==> src/rtl/ahb_lite_req_arbiter.sv <==
// ahb_lite_req_arbiter: round-robin share of one AHB-Lite master port
// between NUM_REQ local requesters, one SINGLE transfer at a time.
module ahb_lite_req_arbiter #(
    parameter int NUM_REQ        = 2,
    parameter int AHB_ADDR_WIDTH = 32,
    parameter int AHB_DATA_WIDTH = 32
) (
    input  logic                              HCLK,
    input  logic                              HRESETn,
    input  logic [NUM_REQ-1:0]                req_valid,
    output logic [NUM_REQ-1:0]                req_ready,
    input  logic [NUM_REQ-1:0]                req_write,
    input  logic [NUM_REQ*AHB_ADDR_WIDTH-1:0] req_addr,
    input  logic [NUM_REQ*AHB_DATA_WIDTH-1:0] req_wdata,
    input  logic [NUM_REQ*3-1:0]              req_size,
    output logic [NUM_REQ-1:0]                rsp_valid,
    output logic [AHB_DATA_WIDTH-1:0]         rsp_rdata,
    output logic                              rsp_err,
    output logic                              HSEL,
    output logic [AHB_ADDR_WIDTH-1:0]         HADDR,
    output logic [1:0]                        HTRANS,
    output logic                              HWRITE,
    output logic [2:0]                        HSIZE,
    output logic [2:0]                        HBURST,
    output logic                              HMASTLOCK,
    output logic [3:0]                        HPROT,
    output logic [AHB_DATA_WIDTH-1:0]         HWDATA,
    input  logic [AHB_DATA_WIDTH-1:0]         HRDATA,
    input  logic                              HREADY,
    input  logic                              HRESP
);

    localparam int AW = AHB_ADDR_WIDTH;
    localparam int DW = AHB_DATA_WIDTH;
    localparam int IW = $clog2(NUM_REQ);
    localparam logic [2:0] MAX_SIZE = 3'($clog2(DW / 8));
    localparam logic [1:0] T_IDLE   = 2'b00;
    localparam logic [1:0] T_NONSEQ = 2'b10;

    typedef enum logic [1:0] {IDLE, ADDR, DATA, REJ} state_t;

    state_t         state;
    logic [IW-1:0]  rr;
    logic [IW-1:0]  gnt;
    logic [IW-1:0]  own;
    logic           gnt_any;
    logic [NUM_REQ-1:0] gnt_oh;
    logic           l_write;
    logic [DW-1:0]  l_wdata;
    logic           g_write;
    logic [AW-1:0]  g_addr;
    logic [DW-1:0]  g_wdata;
    logic [2:0]     g_size;
    logic [AW-1:0]  g_mask;
    logic           g_legal;

    // Rotating search, starting one past the last winner.
    always_comb begin
        gnt_any = 1'b0;
        gnt     = rr;
        for (int k = 1; k <= NUM_REQ; k++) begin
            if (!gnt_any &&
                |(req_valid & (NUM_REQ'(1) << ((int'(rr) + k) % NUM_REQ)))) begin
                gnt_any = 1'b1;
                gnt     = IW'((int'(rr) + k) % NUM_REQ);
            end
        end
    end

    assign gnt_oh  = NUM_REQ'(1) << gnt;
    assign g_write = |(req_write & gnt_oh);
    assign g_addr  = AW'(req_addr >> (int'(gnt) * AW));
    assign g_wdata = DW'(req_wdata >> (int'(gnt) * DW));
    assign g_size  = 3'(req_size >> (int'(gnt) * 3));
    assign g_mask  = (AW'(1) << g_size) - AW'(1);
    assign g_legal = (g_size <= MAX_SIZE) && ((g_addr & g_mask) == '0);

    // Accept is gated by reset so nothing is handed over that cannot be latched.
    assign req_ready = (state == IDLE && HRESETn && gnt_any) ? gnt_oh : '0;

    assign HBURST    = 3'b000;
    assign HMASTLOCK = 1'b0;
    assign HPROT     = 4'b0011;

    always_ff @(posedge HCLK or negedge HRESETn) begin
        if (!HRESETn) begin
            state     <= IDLE;
            rr        <= '0;
            own       <= '0;
            l_write   <= 1'b0;
            l_wdata   <= '0;
            HSEL      <= 1'b0;
            HADDR     <= '0;
            HTRANS    <= T_IDLE;
            HWRITE    <= 1'b0;
            HSIZE     <= 3'b000;
            HWDATA    <= '0;
            rsp_valid <= '0;
            rsp_err   <= 1'b0;
            rsp_rdata <= '0;
        end else begin
            rsp_valid <= '0;
            rsp_err   <= 1'b0;
            rsp_rdata <= '0;
            unique case (state)
                IDLE: begin
                    if (gnt_any) begin
                        rr      <= gnt;
                        own     <= gnt;
                        l_write <= g_write;
                        l_wdata <= g_wdata;
                        if (g_legal) begin
                            state  <= ADDR;
                            HSEL   <= 1'b1;
                            HTRANS <= T_NONSEQ;
                            HADDR  <= g_addr;
                            HWRITE <= g_write;
                            HSIZE  <= g_size;
                        end else begin
                            state     <= REJ;
                            rsp_valid <= gnt_oh;
                            rsp_err   <= 1'b1;
                        end
                    end
                end
                REJ: state <= IDLE;
                ADDR: begin
                    if (HREADY) begin
                        state  <= DATA;
                        HSEL   <= 1'b0;
                        HTRANS <= T_IDLE;
                        HWDATA <= l_wdata;
                    end
                end
                DATA: begin
                    if (HREADY) begin
                        state     <= IDLE;
                        rsp_valid <= NUM_REQ'(1) << own;
                        rsp_err   <= HRESP;
                        rsp_rdata <= l_write ? '0 : HRDATA;
                    end
                end
                default: state <= IDLE;
            endcase
        end
    end

endmodule

==> config.mk <==
export PLATFORM = sky130hd
export DESIGN_NAME = ahb_lite_req_arbiter
export DESIGN_NICKNAME = d
export VERILOG_FILES = /design/src/rtl/ahb_lite_req_arbiter.sv
export SDC_FILE = /design/constraint.sdc
export NUM_CORES = 1
export LEC_CHECK = 0
export CORE_MARGIN = 2
export CORE_UTILIZATION = 40
export DETAILED_ROUTE_END_ITERATION = 8
export GPL_TIMING_DRIVEN = 0
export PLACE_DENSITY = 0.79
export SLEW_MARGIN = 20
export SYNTH_ARGS = -nofsm -noshare
export SYNTH_HDL_FRONTEND = slang
export SYNTH_SLANG_ARGS = --single-unit
==> constraint.sdc <==
create_clock -name HCLK -period 3.8 [get_ports HCLK]
set_input_delay 0.76 -clock HCLK [delete_from_list [all_inputs] [get_ports HCLK]]
set_output_delay 0.76 -clock HCLK [all_outputs]
set_load 0.05 [all_outputs]
==> results.txt, run 1 <==
----------------------------------------------------
[Floorplanning]
  I/O pin count ... slightly below 300
  Height of the die ... 128 µm
  Die outline width ... roughly 130 µm
  Starting Density ... 0.406
  Total die area ... approximately 0.016 mm²
  Placeable Area ... approximately 0.015 mm²
  Number of placement rows ... 45

[Clocking]
  Number of clock sinks ... 140
  Clock tree from TritonCTS ... built
  Clock slew seen by the registers of the worst setup and hold paths ... 60 ps
  Clock root buffer ... clkbuf_16
  Max H-tree Level ... 4
  Number of clock buffers inserted by TritonCTS ... 17
  Number of buffers between clock root and the deepest sink ... 2
  CTS Hold Bufs ... 0
  Clock latency of the later-clocked register in the worst-skew pair ... ~420 ps

[Global route]
  Sum of overflow across all layers after global routing ... 0
  Number of global-route vias before repair ... 5,691
  Initial antenna violation count ... 0
  All-Layer GR Usage ... 0.240
  Maximum number of pins on one net before global-route repair ... between 70 and 80
  First-pass GRT wire length ... about 30,000 µm

[Finish]
  Area overhead of the layout relative to synthesis ... 61.6%
  Finished Layout Cells ... ~1,100
  Fraction of layout cells with a size suffix above 1 ... 0.146
  Commonest non-fill, non-tap cells in the layout ... clkdlybuf4s50_1, nand2_1, dfrtp_1
  Leading cell type in the layout, fill and taps excluded ... clkdlybuf4s50_1
  Post-route design area ... 0.00991 mm²
  Antenna cells ... 0
  Final Net Count ... approximately 1,100

[Synth]
  Number of warning messages in the yosys log ... 0
  Post-synthesis cell area ... 0.00613 mm²
  Part of the Yosys area used for sequential elements ... 0.571
  Synth top area share ... 0.571
  Dominant cell type by area after synthesis ... dfrtp_1
  Fraction of registers with async set or reset after synthesis ... 1.00
  Main area contributors after synthesis ... dfrtp_1, mux2_2, nand2_1, a31oi_1, and2_1
  Number of register bits inferred by synthesis ... between 100 and 150
  Synth cell types ... 43
  Average footprint of a synthesized cell ... a little over 10 µm²
  Post-synth EDFFs ... 0
  Synthesized instance count ... 595
  Main flop type after synthesis ... dfrtp_1

[Flow run]
  Number of max-cap violations ... 0

[Worst setup path]
  Cell-by-cell listing of the critical path ... clkdlybuf4s50_1, and2_4, nor2_4, clkbuf_8, clkbuf_8, o31a_1, ha_2, buf_4, o311a_1, nor4_2, o2111ai_2, nor3_4, buf_4, buf_6, mux2_2
  Critical path data arrival time ... between 3000 and 4000 ps
  Top delay family on crit path ... buffers and inverters
  Critical Path Max Stage Delay ... 530 ps
  Sort of element at the end of the critical path ... flip-flop
  Count of buffering cells on the critical path with inverters included ... 6
  Required time of the worst setup path ... between 4000 and 5000 ps
  Max Fanout on Critical Path ... 10
  CP max-delay cell ... clkdlybuf4s50_1
  Kind of start point of the critical path ... primary input
  Setup Crit Path Kind ... in2reg

[Timing]
  Max Clock Skew ... about 6.9 ps
  Final number of setup-violating endpoints ... 0
  Final Hold Viols ... 0
  FMAX ... between 200 and 300 MHz
  Slew at the pin closest to its max-slew limit ... 724 ps
  Max_slew headroom ... 0.517
  Period Utilization, post-route ... 0.966
  Crit path time final ... about 3700 ps
  RSZ-0062 raised after global routing ... false
  Max Slew Vio Count ... 0

[Detailed routing]
  Total vias in the final route ... roughly 5,500
  Wire per inst ... 17.2 µm
  First-pass DRT Iterations ... 4
  Total Routed Length ... about 19,000 µm
  Drt first-iter violations ... 193
  Detailed-route DRC error count ... 0
  Via density ... just under 5
  DRT antenna net count ... 0

[Placement]
  Number of placed cells counting well taps ... 1,071
  Placer's final routability congestion estimate ... approximately 0.80
  Buffers added on ports ... 280
  HPWL after detailed placement ... 14,100 µm
  Area of placed instances ... just over 0.009 mm²

[Power]
  Cell leakage power ... 4.43 nW
  Power Dens Cells ... roughly 770 mW/mm²
  Post-layout power ... 7.66 mW
  Maximum vdd ir drop ... about 0.33 mV

[Outcome]
  Result of the run ... finished, final reports clean

[Min path]
  Min-Delay Path Class ... in2async

----------------------------------------------------
## routing by layer
| metal | part of all wire | track usage | vias up |
|---|---|---|---|
| met3 | 0.080 | 0.0780 | 35 |
| met5 | 0 | 0 | - |
| li1 | - | - | 2598 |
| met1 | 0.40 | 0.282 | 2599 |
| met2 | 0.49 | 0.409 | 220 |
| met4 | 0.025 | 0.0924 | 0 |
## worst reg2reg max path: cells and delay by family, from the launching register on
| kind | cells | cell delay (ps) |
|---|---|---|
| buffers and inverters | 5 | 800 |
| and+or+nand+nor | 4 | 750 |
| AOI/OAI and AO/OA | 3 | 630 |
| DFF | 1 | 500 |
| muxes | 1 | 350 |
| adders and majority gates | 1 | 200 |
## per-stage QoR
stage	TNS, ps	utilization	setup slack, ps	hold slack, ps
finish	0	0.657	128	252
global route	0	0.657	20.5	296
CTS	0	0.655	23.6	276
detailed placement	-56830	0.612	-1480	479
global placement	-589140	0.610	-4420	470
floorplan	0	-	31.1	464
## synthesized netlist by cell type, drive strengths merged (3+ instances only)
| cell type | count |
|---|---|
| a21o | 3 |
| a31oi | 34 |
| and2 | 33 |
| and3 | 4 |
| buf | 19 |
| clkbuf | 23 |
| dfrtp | 140 |
| inv | 3 |
| mux2 | 68 |
| nand2 | 172 |
| nand2b | 3 |
| nand3 | 5 |
| nor2 | 42 |
| nor4 | 3 |
| o21ai | 12 |
| or2 | 4 |
## final timing paths
check                             start  cells past startpoint  slack, ps    endpoint
max reg2reg                         own                     14        460   HADDR[19]
max in group asynchronous       HRESETn                      2       2790   HADDR[11]
min reg2reg                   HADDR[28]                      1        490   HADDR[28]
min                             HRESETn                      1        250  HWDATA[15]
max                        req_valid[0]                     15        130   HADDR[19]
min in group HCLK             HADDR[28]                      1        490   HADDR[28]
## flip-flops by register name, summed over array words and instances, names as in the netlist
| signal | flops |
|---|---|
| HWDATA | 32 |
| rsp_err | 1 |
| own | 1 |
| HSIZE | 3 |
| HADDR | 32 |
| rsp_valid | 2 |
| rsp_rdata | 32 |
| l_write | 1 |
| HWRITE | 1 |
| HTRANS | 1 |
| state | 2 |
| l_wdata | 32 |
## power by group
| group | switching, mW | internal [mW] | total (mW) | leakage (nW) |
|---|---|---|---|---|
| combinational | 2.37 | 1.40 | 3.77 | 2.41 |
| clock | 0.658 | 0.923 | 1.58 | 0.272 |
| sequential | 0.270 | 2.04 | 2.31 | 1.74 |
| total | 3.30 | 4.36 | 7.66 | 4.43 |
## area by class of cell
class	count	area (µm²)
fill	1206	5180
inverter	3	11.3
timing repair buffer	289	2900
clock buffer	20	447
multi-input combinational	417	2470
buffer	39	236
clock inverter	12	115
sequential	140	3500
tap	188	235
## cell families after synthesis
family                   count (synthesis)  share of synthesized area
XOR/XNOR                                 1                    0.00143
other                                    2                    0.00122
adder cells (fa/ha/maj)                  2                    0.00408
buffers and inverters                   45                     0.0373
AND/OR/NAND/NOR                        273                      0.193
flip-flops                             140                      0.571
AO/OA/AOI/OAI                           64                     0.0673
multiplexers                            68                      0.125
## timing repair
item / CTS / global route
endpoints found under the hold margin: 0 / 0
gates resized for setup: 15 / 5
setup endpoints to repair: 43 / 35
buffers inserted: 7 / 1
pin swaps: 4 / 3
Note: power is estimated with default switching activity, not from simulation.
==> run 2, diff against run 1 <==
--- a/config.mk
+++ b/config.mk
@@ -5,12 +5,12 @@
 export SDC_FILE = /design/constraint.sdc
 export NUM_CORES = 1
 export LEC_CHECK = 0
-export CORE_MARGIN = 2
+export CORE_MARGIN = 10
 export CORE_UTILIZATION = 40
 export DETAILED_ROUTE_END_ITERATION = 8
 export GPL_TIMING_DRIVEN = 0
 export PLACE_DENSITY = 0.79
-export SLEW_MARGIN = 20
+export SKIP_LAST_GASP = 1
 export SYNTH_ARGS = -nofsm -noshare
 export SYNTH_HDL_FRONTEND = slang
 export SYNTH_SLANG_ARGS = --single-unit
==> run 2 against run 1 <==
  * Combinational power hardly changed
  * Die area is 27% higher
  * Clock-buffer cell count is 1 higher
  * Global-route usage is 3.7 points lower
  * Sequential cell count stayed put
  * Sequential share of layout area is 0.089 points higher
  * Non-clock buffer count is 2 lower
  * Clock skew is 0.55 ps higher
  * Worst hold slack better by 85 ps
  * Critical endpoint is now HADDR[14]
==> results.txt, run 2 (same netlist as run 1, synthesis figures left out) <==
----------------------------------------------------
[Worst setup path]
  Worst r2r dst ... HADDR[14]
  Sort of element at the end of the critical path ... flip-flop
  Reg2reg start ... own
  Setup Crit Path Kind ... reg2reg
  Critical path data arrival time ... 3770 ps (-200 ps)
  Path depth of the worst reg2reg path ... 15 (+1)
  Max Fanout on Critical Path ... 10 (unchanged)
  Required time of the worst setup path ... 4100 ps (about the same)
  Internal reg-to-reg setup slack ... 330 ps (-130 ps)
  Kind of start point of the critical path ... flip-flop

[Clocking]
  Clock slew seen by the registers of the worst setup and hold paths ... 60 ps (about the same)
  CTS Hold Bufs ... 0 (unchanged)
  Number of clock buffers inserted by TritonCTS ... 17 (unchanged)
  Clock root buffer ... clkbuf_16
  Clock tree from TritonCTS ... built
  Clock latency of the later-clocked register in the worst-skew pair ... 420 ps (about the same)
  Max H-tree Level ... 4 (unchanged)
  Number of buffers between clock root and the deepest sink ... 2 (unchanged)
  Number of clock sinks ... 140 (unchanged)

[Global route]
  All-Layer GR Usage ... 0.202 (-0.0373)
  Maximum number of pins on one net before global-route repair ... 73 (-7.6%)
  Initial antenna violation count ... 1 (+1)
  Sum of overflow across all layers after global routing ... 0 (unchanged)
  Number of global-route vias before repair ... 5,815 (+2.2%)
  First-pass GRT wire length ... 32,000 µm (+7.2%)

[Detailed routing]
  Total Routed Length ... 21,300 µm (+11%)
  Detailed-route DRC error count ... 0 (unchanged)
  Via density ... 4.94 (+0.49%)
  Total vias in the final route ... 5,464 (+0.22%)
  DRT antenna net count ... 0 (unchanged)
  First-pass DRT Iterations ... 4 (unchanged)
  Drt first-iter violations ... 207 (+7.3%)
  Wire per inst ... 19.3 µm (+12%)

[Floorplanning]
  Height of the die ... 144 µm (+13%)
  I/O pin count ... 290 (unchanged)
  Starting Density ... 0.406 (unchanged)
  Placeable Area ... 0.0151 mm² (unchanged)
  Number of placement rows ... 45 (unchanged)
  Die outline width ... 144 µm (+13%)
  Total die area ... 0.0207 mm² (+27%)

[Outcome]
  Result of the run ... finished, final reports clean

[Timing]
  Slew at the pin closest to its max-slew limit ... 663 ps (-60.7 ps)
  Final number of setup-violating endpoints ... 0 (unchanged)
  Max Clock Skew ... 7.42 ps (+0.545 ps)
  Max_slew headroom ... 0.558 (+0.0405)
  Final Hold Viols ... 0 (unchanged)
  Max Slew Vio Count ... 0 (unchanged)
  RSZ-0062 raised after global routing ... false
  Crit path time final ... 3470 ps (-202 ps)
  FMAX ... 288 MHz (+5.8%)
  Total negative setup slack ... 0 ps (unchanged)
  PnR worst setup slack ... 330 ps (+202 ps)
  Period Utilization, post-route ... 0.913 (-0.0531)
  Hold Slack ... 337 ps (+85.3 ps)

[Finish]
  Fraction of layout cells with a size suffix above 1 ... 0.144 (-0.00170)
  Final standard cell utilization of the core ... 0.655 (-0.00166)
  Final Net Count ... 1,081 (-0.18%)
  Area overhead of the layout relative to synthesis ... 61.2%
  Antenna cells ... 0 (unchanged)
  FILL cells ... 1,192 (-1.2%)
  Leading cell type in the layout, fill and taps excluded ... clkdlybuf4s50_1
  Commonest non-fill, non-tap cells in the layout ... clkdlybuf4s50_1, nand2_1, dfrtp_1
  Post-route design area ... 0.00989 mm² (-0.25%)

[Power]
  Power Dens Cells ... 775 mW/mm² (+0.28%)
  Maximum vdd ir drop ... 0.375 mV (+14%)
  Cell leakage power ... 4.44 nW (+0.15%)

[Placement]
  Post-placement worst setup slack ... -1480 ps (+2.38 ps)
  Buffers added on ports ... 280 (unchanged)
  Area of placed instances ... 0.00923 mm² (about the same)
  HPWL after detailed placement ... 16,400 µm (+16%)
  Placer's final routability congestion estimate ... 0.809 (+0.56%)

[Min path]
  Min-Delay Path Class ... in2async

[Flow run]
  Number of max-cap violations ... 0 (unchanged)

----------------------------------------------------
[run 2: cell type report]
class	instances	area, µm²	area share
Buffer	39	230	0.0233
Sequential cell	140	3500	0.354
Clock buffer	21	470	0.0476
Multi-Input combinational cell	417	2470	0.250
Inverter	3	11.3	0.00114
Timing Repair Buffer	287	2880	0.291
Tap cell	188	235	0.0238
Clock inverter	10	91.3	0.00924
[run 2: routing by layer]
metal / share of wire / GRT usage / wire, µm / vias up
met5: 0 / 0 / 0 / -
met4: 0.011 / 0.0462 / 240 / 0
met3: 0.12 / 0.102 / 2470 / 20
met2: 0.49 / 0.334 / 10500 / 246
met1: 0.38 / 0.228 / 8080 / 2609
li1: - / - / - / 2589
[run 2: worst max path at each step]
stage | start | end | slack [ps] | cells after the start
2_1_floorplan | req_valid[1] | HADDR[10] | 30 | 13
3_3_place_gp | HRESETn | req_ready[0] | -4410 | 3
3_5_place_dp | req_valid[1] | HADDR[14] | -1480 | 14
4_1_cts | req_valid[0] | HADDR[14] | 30 | 16
5_1_grt | own | HADDR[21] | 170 | 15
6_report | own | HADDR[14] | 330 | 15
[run 2: report_power, final]
| part | internal (mW) | leakage (nW) | switching (mW) | total (mW) |
|---|---|---|---|---|
| clock | 0.947 | 0.275 | 0.625 | 1.57 |
| combinational | 1.38 | 2.42 | 2.40 | 3.78 |
| sequential | 2.04 | 1.74 | 0.272 | 2.31 |
| total | 4.37 | 4.44 | 3.29 | 7.66 |
[run 2: worst max-delay path, cell delays in order (launching register included)]
cell,delay [ps]
dfrtp_1,500
and2_4,240
nor2_4,50
clkbuf_8,170
clkbuf_8,180
and3_1,170
a31oi_1,150
ha_2,270
xnor2_1,130
o211ai_1,110
nor4_2,320
o2111ai_2,210
nor3_4,180
buf_4,170
buf_6,150
mux2_2,350
[run 2: timing repair]
item / CTS / global route
setup endpoints to repair: 43 / 37
pin swaps: 3 / 5
buffers inserted: 3 / 3
gates cloned: 0 / 0
resized for setup: 16 / 8
[run 2: metrics by stage]
step / cells / total power, mW
2_1_floorplan: 602 / 4.67
3_3_place_gp: 1070 / 6.03
3_5_place_dp: 1071 / 6.10
4_1_cts: 1103 / 7.72
5_1_grt: 1105 / 8.07
6_report: 1105 / 7.66
